### src/rtl/crm_diag_seq_pkg.sv
// crm_diag_seq_pkg: shared ebox types and diag function codes for the CRAM load sequencer
// Contents: tCRADR address type, sequencer state enum, step-index enum,
//           diag function code constants, per-step function/data helpers.
package crm_diag_seq_pkg;

    typedef logic [0:10] tCRADR;

    typedef enum logic [1:0] {ST_IDLE, ST_STEP, ST_DONE} state_t;

    typedef enum logic [2:0] {IX_ADRLO, IX_ADRHI, IX_W00, IX_W20, IX_W40, IX_W60} step_t;

    localparam logic [2:0] FN_ADRLO = 3'd1;
    localparam logic [2:0] FN_ADRHI = 3'd2;
    localparam logic [2:0] FN_W00   = 3'd7;
    localparam logic [2:0] FN_W20   = 3'd6;
    localparam logic [2:0] FN_W40   = 3'd5;
    localparam logic [2:0] FN_W60   = 3'd4;

    function automatic logic [2:0] step_func(step_t s);
        return s == IX_ADRLO ? FN_ADRLO :
               s == IX_ADRHI ? FN_ADRHI :
               s == IX_W00   ? FN_W00   :
               s == IX_W20   ? FN_W20   :
               s == IX_W40   ? FN_W40   : FN_W60;
    endfunction

    // 20-bit microword slice carried by a word step (address steps fall through to W60)
    function automatic logic [0:19] word_slice(logic [0:79] w, step_t s);
        return s == IX_W00 ? w[0:19]  :
               s == IX_W20 ? w[20:39] :
               s == IX_W40 ? w[40:59] : w[60:79];
    endfunction

    function automatic logic [0:35] step_data(tCRADR a, logic [0:79] w, step_t s);
        return s == IX_ADRLO ? {a[5:10], 30'b0} :
               s == IX_ADRHI ? {1'b0, a[0:4], 30'b0} :
                               {word_slice(w, s), 16'b0};
    endfunction

endpackage

### src/rtl/crm_diag_step_timer.sv
// diag_step_timer: setup / strobe / hold phase counter for one diagnostic step
// Ports: clk, RESET (sync, active-high), run (count while a step is active),
//        stepSetup (setup cycle of the step), stepLast (last hold cycle of the step).
module diag_step_timer #(
    parameter int HOLD_CYCLES = 1
) (
    input  logic clk,
    input  logic RESET,
    input  logic run,
    output logic stepSetup,
    output logic stepLast
);

    // 0 = setup, 1 = strobe, 2..HOLD_CYCLES+1 = hold
    logic [4:0] cnt;

    assign stepSetup = run && cnt == 5'd0;
    assign stepLast  = run && cnt == 5'(HOLD_CYCLES + 1);

    always_ff @(posedge clk) begin
        if (RESET || !run)
            cnt <= '0;
        else
            cnt <= stepLast ? '0 : cnt + 5'd1;
    end

endmodule

### src/rtl/crm_diag_seq.sv
// crm_diag_seq: loads one 80-bit CRAM microword through the diagnostic EBUS path
// Ports: clk, RESET (sync, active-high), start, adr[0:10], word[0:79] in;
//        busy, done, diagFunc[4:6], loadFunc05x, ebusDrive, ebusData[0:35] out.
// Option CRM_DIAG_VERIFY_EN: adds readFunc, ebusIn[0:35], mismatch and four
//        read-back steps after W60 that compare ebusIn[0:19] with the written slices.
module crm_diag_seq
    import crm_diag_seq_pkg::*;
#(
    parameter int HOLD_CYCLES = 1
) (
    input  logic        clk,
    input  logic        RESET,
    input  logic        start,
    input  logic [0:10] adr,
    input  logic [0:79] word,
    output logic        busy,
    output logic        done,
    output logic [4:6]  diagFunc,
    output logic        loadFunc05x,
    output logic        ebusDrive,
    output logic [0:35] ebusData
`ifdef CRM_DIAG_VERIFY_EN
    ,
    output logic        readFunc,
    input  logic [0:35] ebusIn,
    output logic        mismatch
`endif
);

    state_t      state;
    step_t       idx;
    step_t       nidx;
    tCRADR       adr_q;
    logic [0:79] word_q;
    logic        run;
    logic        step_setup;
    logic        step_last;
    logic        final_step;
`ifdef CRM_DIAG_VERIFY_EN
    logic        rd;
    logic        nrd;
`endif

    assign run = state == ST_STEP;

    diag_step_timer #(.HOLD_CYCLES(HOLD_CYCLES)) u_timer (
        .clk      (clk),
        .RESET    (RESET),
        .run      (run),
        .stepSetup(step_setup),
        .stepLast (step_last)
    );

    // Read-back reuses the W00..W60 indices with rd set, so the index stays 3 bits
    always_comb begin
`ifdef CRM_DIAG_VERIFY_EN
        final_step = rd && idx == IX_W60;
        nrd        = rd || idx == IX_W60;
        nidx       = idx == IX_W60 ? IX_W00 : step_t'(idx + 3'd1);
`else
        final_step = idx == IX_W60;
        nidx       = step_t'(idx + 3'd1);
`endif
    end

    always_ff @(posedge clk) begin
        if (RESET) begin
            state       <= ST_IDLE;
            idx         <= IX_ADRLO;
            adr_q       <= '0;
            word_q      <= '0;
            busy        <= 1'b0;
            done        <= 1'b0;
            diagFunc    <= '0;
            loadFunc05x <= 1'b0;
            ebusDrive   <= 1'b0;
            ebusData    <= '0;
`ifdef CRM_DIAG_VERIFY_EN
            rd          <= 1'b0;
            readFunc    <= 1'b0;
            mismatch    <= 1'b0;
`endif
        end else begin
            case (state)
                ST_IDLE: if (start) begin
                    state     <= ST_STEP;
                    idx       <= IX_ADRLO;
                    adr_q     <= adr;
                    word_q    <= word;
                    busy      <= 1'b1;
                    diagFunc  <= FN_ADRLO;
                    ebusDrive <= 1'b1;
                    ebusData  <= step_data(adr, word, IX_ADRLO);
`ifdef CRM_DIAG_VERIFY_EN
                    rd        <= 1'b0;
                    mismatch  <= 1'b0;
`endif
                end
                ST_STEP: begin
`ifdef CRM_DIAG_VERIFY_EN
                    loadFunc05x <= step_setup && !rd;
                    readFunc    <= step_setup && rd;
                    if (step_last && rd && ebusIn[0:19] != word_slice(word_q, idx))
                        mismatch <= 1'b1;
`else
                    loadFunc05x <= step_setup;
`endif
                    if (step_last && final_step) begin
                        state     <= ST_DONE;
                        busy      <= 1'b0;
                        done      <= 1'b1;
                        diagFunc  <= '0;
                        ebusDrive <= 1'b0;
                        ebusData  <= '0;
                    end else if (step_last) begin
                        idx       <= nidx;
                        diagFunc  <= step_func(nidx);
`ifdef CRM_DIAG_VERIFY_EN
                        rd        <= nrd;
                        ebusDrive <= !nrd;
                        ebusData  <= nrd ? '0 : step_data(adr_q, word_q, nidx);
`else
                        ebusDrive <= 1'b1;
                        ebusData  <= step_data(adr_q, word_q, nidx);
`endif
                    end
                end
                ST_DONE: begin
                    state <= ST_IDLE;
                    done  <= 1'b0;
                end
                default: state <= ST_IDLE;
            endcase
        end
    end

endmodule

### config.mk
export PLATFORM = sky130hd
export DESIGN_NAME = crm_diag_seq
export DESIGN_NICKNAME = d
export VERILOG_FILES = /design/src/rtl/crm_diag_seq_pkg.sv /design/src/rtl/crm_diag_step_timer.sv /design/src/rtl/crm_diag_seq.sv
export SDC_FILE = /design/constraint.sdc
export NUM_CORES = 1
export LEC_CHECK = 0
export ABC_AREA = 1
export CAP_MARGIN = 30
export CELL_PAD_IN_SITES_DETAIL_PLACEMENT = 0
export CELL_PAD_IN_SITES_GLOBAL_PLACEMENT = 1
export CORE_AREA = 2 2 104 181
export CTS_CLUSTER_DIAMETER = 50
export DETAILED_ROUTE_END_ITERATION = 10
export DIE_AREA = 0 0 106 183
export HOLD_SLACK_MARGIN = 0.02
export PLACE_DENSITY_LB_ADDON = 0.25
export REMOVE_ABC_BUFFERS = 1
export SYNTH_ARGS = -nofsm -noshare
export SYNTH_HDL_FRONTEND = slang
export SYNTH_SLANG_ARGS = --single-unit
### constraint.sdc
create_clock -name clk -period 1.6 [get_ports clk]
set_input_delay 0.48 -clock clk [delete_from_list [all_inputs] [get_ports clk]]
set_output_delay 0.48 -clock clk [all_outputs]
set_load 0.02 [all_outputs]
==> run_results.csv <==
group,metric,value,unit
run_status,outcome,"complete, but fails checks",
run_status,violations,"setup timing",
placed_design,place_congestion,0.7950,
setup_path,cpMaxStageDelayCell,"dfxtp_4",
timing,final_max_slew_viol_count,0,
final_layout,syn_to_final_growth,48.89,%
clock_tree,cts-root-buf,"clkbuf_16",
final_layout,diodes,0,
setup_path,r2r_end,"ebusData[18]",
clock_tree,clock_path_buffers,2,
route,wl_met2,8653,um
setup_path,reg2reg_slack,-0.06,ns
route,dr.pass1.iters,4,
yosys,seq_area_frac_synth,45.39,%
clock_tree,cts_buffers,17,
die,ioPinCount,137,
worst_hold_path,hold_path_end,"adr_q[7]",
clock_tree,htreeDepth,4,
clock_tree,holdBufCountCts,0,
setup_path,r2r_cells,10,
final_layout,finalNonFillerCells,1189,
timing,grt_setup_unrepaired,"yes",
yosys,synth_area_leader_cell,"dfxtp_1",
die,fp.dieH,183,um
yosys,synth_top_area_share,45.39,%
final_layout,layout_common_cells,"nor2_1, dfxtp_1, o21ai_0",
placed_design,numPortBuffers,120,
setup_path,crit_fanout,8,
setup_path,slowest_delay,0.36,ns
final_layout,nFillCells,1841,
route,dr.max_layer_used,"met4",
setup_path,crit_cells,10,
global_routing,grt_usage,17.30,%
route,wl_met3,799,um
clock_tree,cts_tree,"yes",
worst_hold_path,hold_class,"reg2reg",
yosys,yosysUniqueCellTypes,26,
route,routed_wl,16350,um
clock_tree,clkTransAtPathRegs,0.06,ns
global_routing,grt_pass1_vias,5424,
placed_design,dp.final_hpwl,11260,um
die,die_x,106,um
clock_tree,insertion_delay,0.41,ns
pwr,netSwitchingPower,2.131,mW
timing,fin_ws,-0.06438,ns
setup_path,start_kind,"flip-flop",
final_layout,final_common_cell,"nor2_1",
timing,period_needed,1.664,ns
setup_path,crit_path_frequent_cell,"buf_6",
timing,fin_crit_sh,104.0,%
global_routing,antenna_found_initial,0,
die,design.core.area,17970,um2
yosys,synth_warnings,0,
setup_path,critPathKind,"reg2reg",
worst_hold_path,hp-start,"adr_q[7]",
setup_path,critPathArrivalTime,1.96,ns
yosys,ys_seq_elements,128,
timing,max_freq,0.6008,GHz
timing,timing.final.hold_violations,0,
pwr,power_frac_comb,12.4,%
setup_path,required,1.89,ns
timing,setup_viol,18,
pwr,vdd_drop_max,0.5355,mV
setup_path,reg2reg_from,"idx[0]",
yosys,synth_area_leaders,"dfxtp_1, nor2_1, o21ai_0",
route,vias,5473,
route,first_iter_violations,155,
placed_design,dp_slack,-0.2879,ns
worst_hold_path,hold_path_depth,2,
clock_tree,cts_num_sinks,128,
yosys,syn_avg_cell_area,7.173,um2
pwr,power_frac_seq,41.8,%
global_routing,grt_remaining_overflow,0,
route,wl_per_cell,13.75,um
setup_path,path_delay_family,"buffers and inverters",
final_layout,drive_above_1_share,20.42,%
run,drv_cap,0,
pwr,p_leak,3.594,nW
setup_path,path_buf_inv,4,
yosys,synth_cells,787,
pwr,power-per-cell-area,995.0,nW/um2
route,ant_nets,0,
pwr,cell_internal_pwr,6.233,mW
pwr,clock_power_share,45.8,%
die,die-area,19400,um2
final_layout,final_nets,1045,
route,drcViolationCount,0,
timing,fin_skew,0.01012,ns
yosys,netlist_area,5645,um2
die,num_rows,65,
setup_path,crit_chain,"buf_6, buf_6, ha_4, nand3_4, buf_6, buf_12, o211ai_1, nand3_1, nand3_2, a21oi_1",
route,vias_per_cell,4.603,
global_routing,grt_max_degree,48,
die,initial_core_util,31.41,%
route,wl_met1,6786,um
setup_path,critPathCaptureType,"flip-flop",
pwr,swShare,25.48,%
global_routing,grt_pass1_wl,26540,um
placed_design,dp_cells,1151,
## area by class of cell
class | count | area (um2) | area share (%)
Tap cell | 234 | 292.8 | 3.483
Multi-Input combinational cell | 547 | 2861 | 34.04
Clock inverter | 13 | 140.1 | 1.667
Inverter | 62 | 245.2 | 2.918
Timing Repair Buffer | 187 | 1858 | 22.10
Clock buffer | 18 | 439.2 | 5.225
Sequential cell | 128 | 2569 | 30.56
## logic make-up after synthesis
kind of cell    synth area share [%]
flops                          45.39
xor+xnor                      0.4655
fa+ha+maj                      1.773
simple gates                   25.49
compound gates                 16.89
other cells                  0.06643
buf+inv                        9.929
## sequential cells by signal, indices dropped and copies added, names as in the netlist
name	flops
word_q	80
ebusData	20
adr_q	11
u_timer.cnt	5
diagFunc	3
idx	3
state	2
busy	1
done	1
ebusDrive	1
loadFunc05x	1
## synth_stat cells (all sizes together)
library cell and count:
a21oi 64, o21ai 104, nand3 50, a211oi 1, buf 27, xor2 2
nand4 7, xnor2 1, clkbuf 38, dfxtp 128, inv 62, nor2 148
ha 8, or2 15, nand2 117, conb 1, o211ai 14
## power by group through the flow
| stage | combinational (mW) | clock (mW) | sequential [mW] |
|---|---|---|---|
| 2_1_floorplan | 0.490 | 0 | 3.58 |
| 3_3_place_gp | 1.04 | 0 | 3.57 |
| 3_5_place_dp | 1.04 | 0 | 3.57 |
| 4_1_cts | 1.04 | 3.91 | 3.50 |
| 5_1_grt | 1.17 | 4.04 | 3.53 |
| 6_report | 1.04 | 3.83 | 3.50 |
## how the worst max path moves through the flow
stage              endpoint   start
2_1_floorplan          busy   start
3_3_place_gp    diagFunc[4]   start
3_5_place_dp    ebusData[1]   start
4_1_cts         ebusData[0]  idx[1]
5_1_grt        ebusData[15]  idx[0]
6_report       ebusData[18]  idx[0]
## layer usage
| metal | vias to the layer above | global-route usage [%] |
|---|---|---|
| li1 | 2826 | - |
| met1 | 2511 | 19.35 |
| met2 | 126 | 32.44 |
| met3 | 10 | 4.051 |
| met4 | 0 | 4.579 |
| met5 | - | 0 |
## stage by stage
step | hold slack (ns) | util (%) | power [mW] | instance area [um2] | setup TNS (ns)
finish | 0.4519 | 46.77 | 8.363 | 8406 | -0.6400
global route | 0.4717 | 46.77 | 8.740 | 8406 | -2.674
CTS | 0.4522 | 45.71 | 8.442 | 8215 | -1.168
detailed placement | 0.4435 | 41.45 | 4.612 | 7451 | -19.79
global placement | 0.4400 | 41.45 | 4.603 | 7451 | -19.16
floorplan | 0.4297 | - | 4.069 | 5374 | -203.61
## tightest hold or removal path: stages (launching register included)
cell	delay, ns
dfxtp_1	0.29
inv_1	0.06
a21oi_1	0.05
## timing repair
action                     CTS  global route
pin swaps                   12            24
gates resized for setup     74            75
setup buffers                6             1
setup endpoints to repair   48            41
gates cloned                 1             0
No activity file was read; power rests on OpenSTA's default activity.
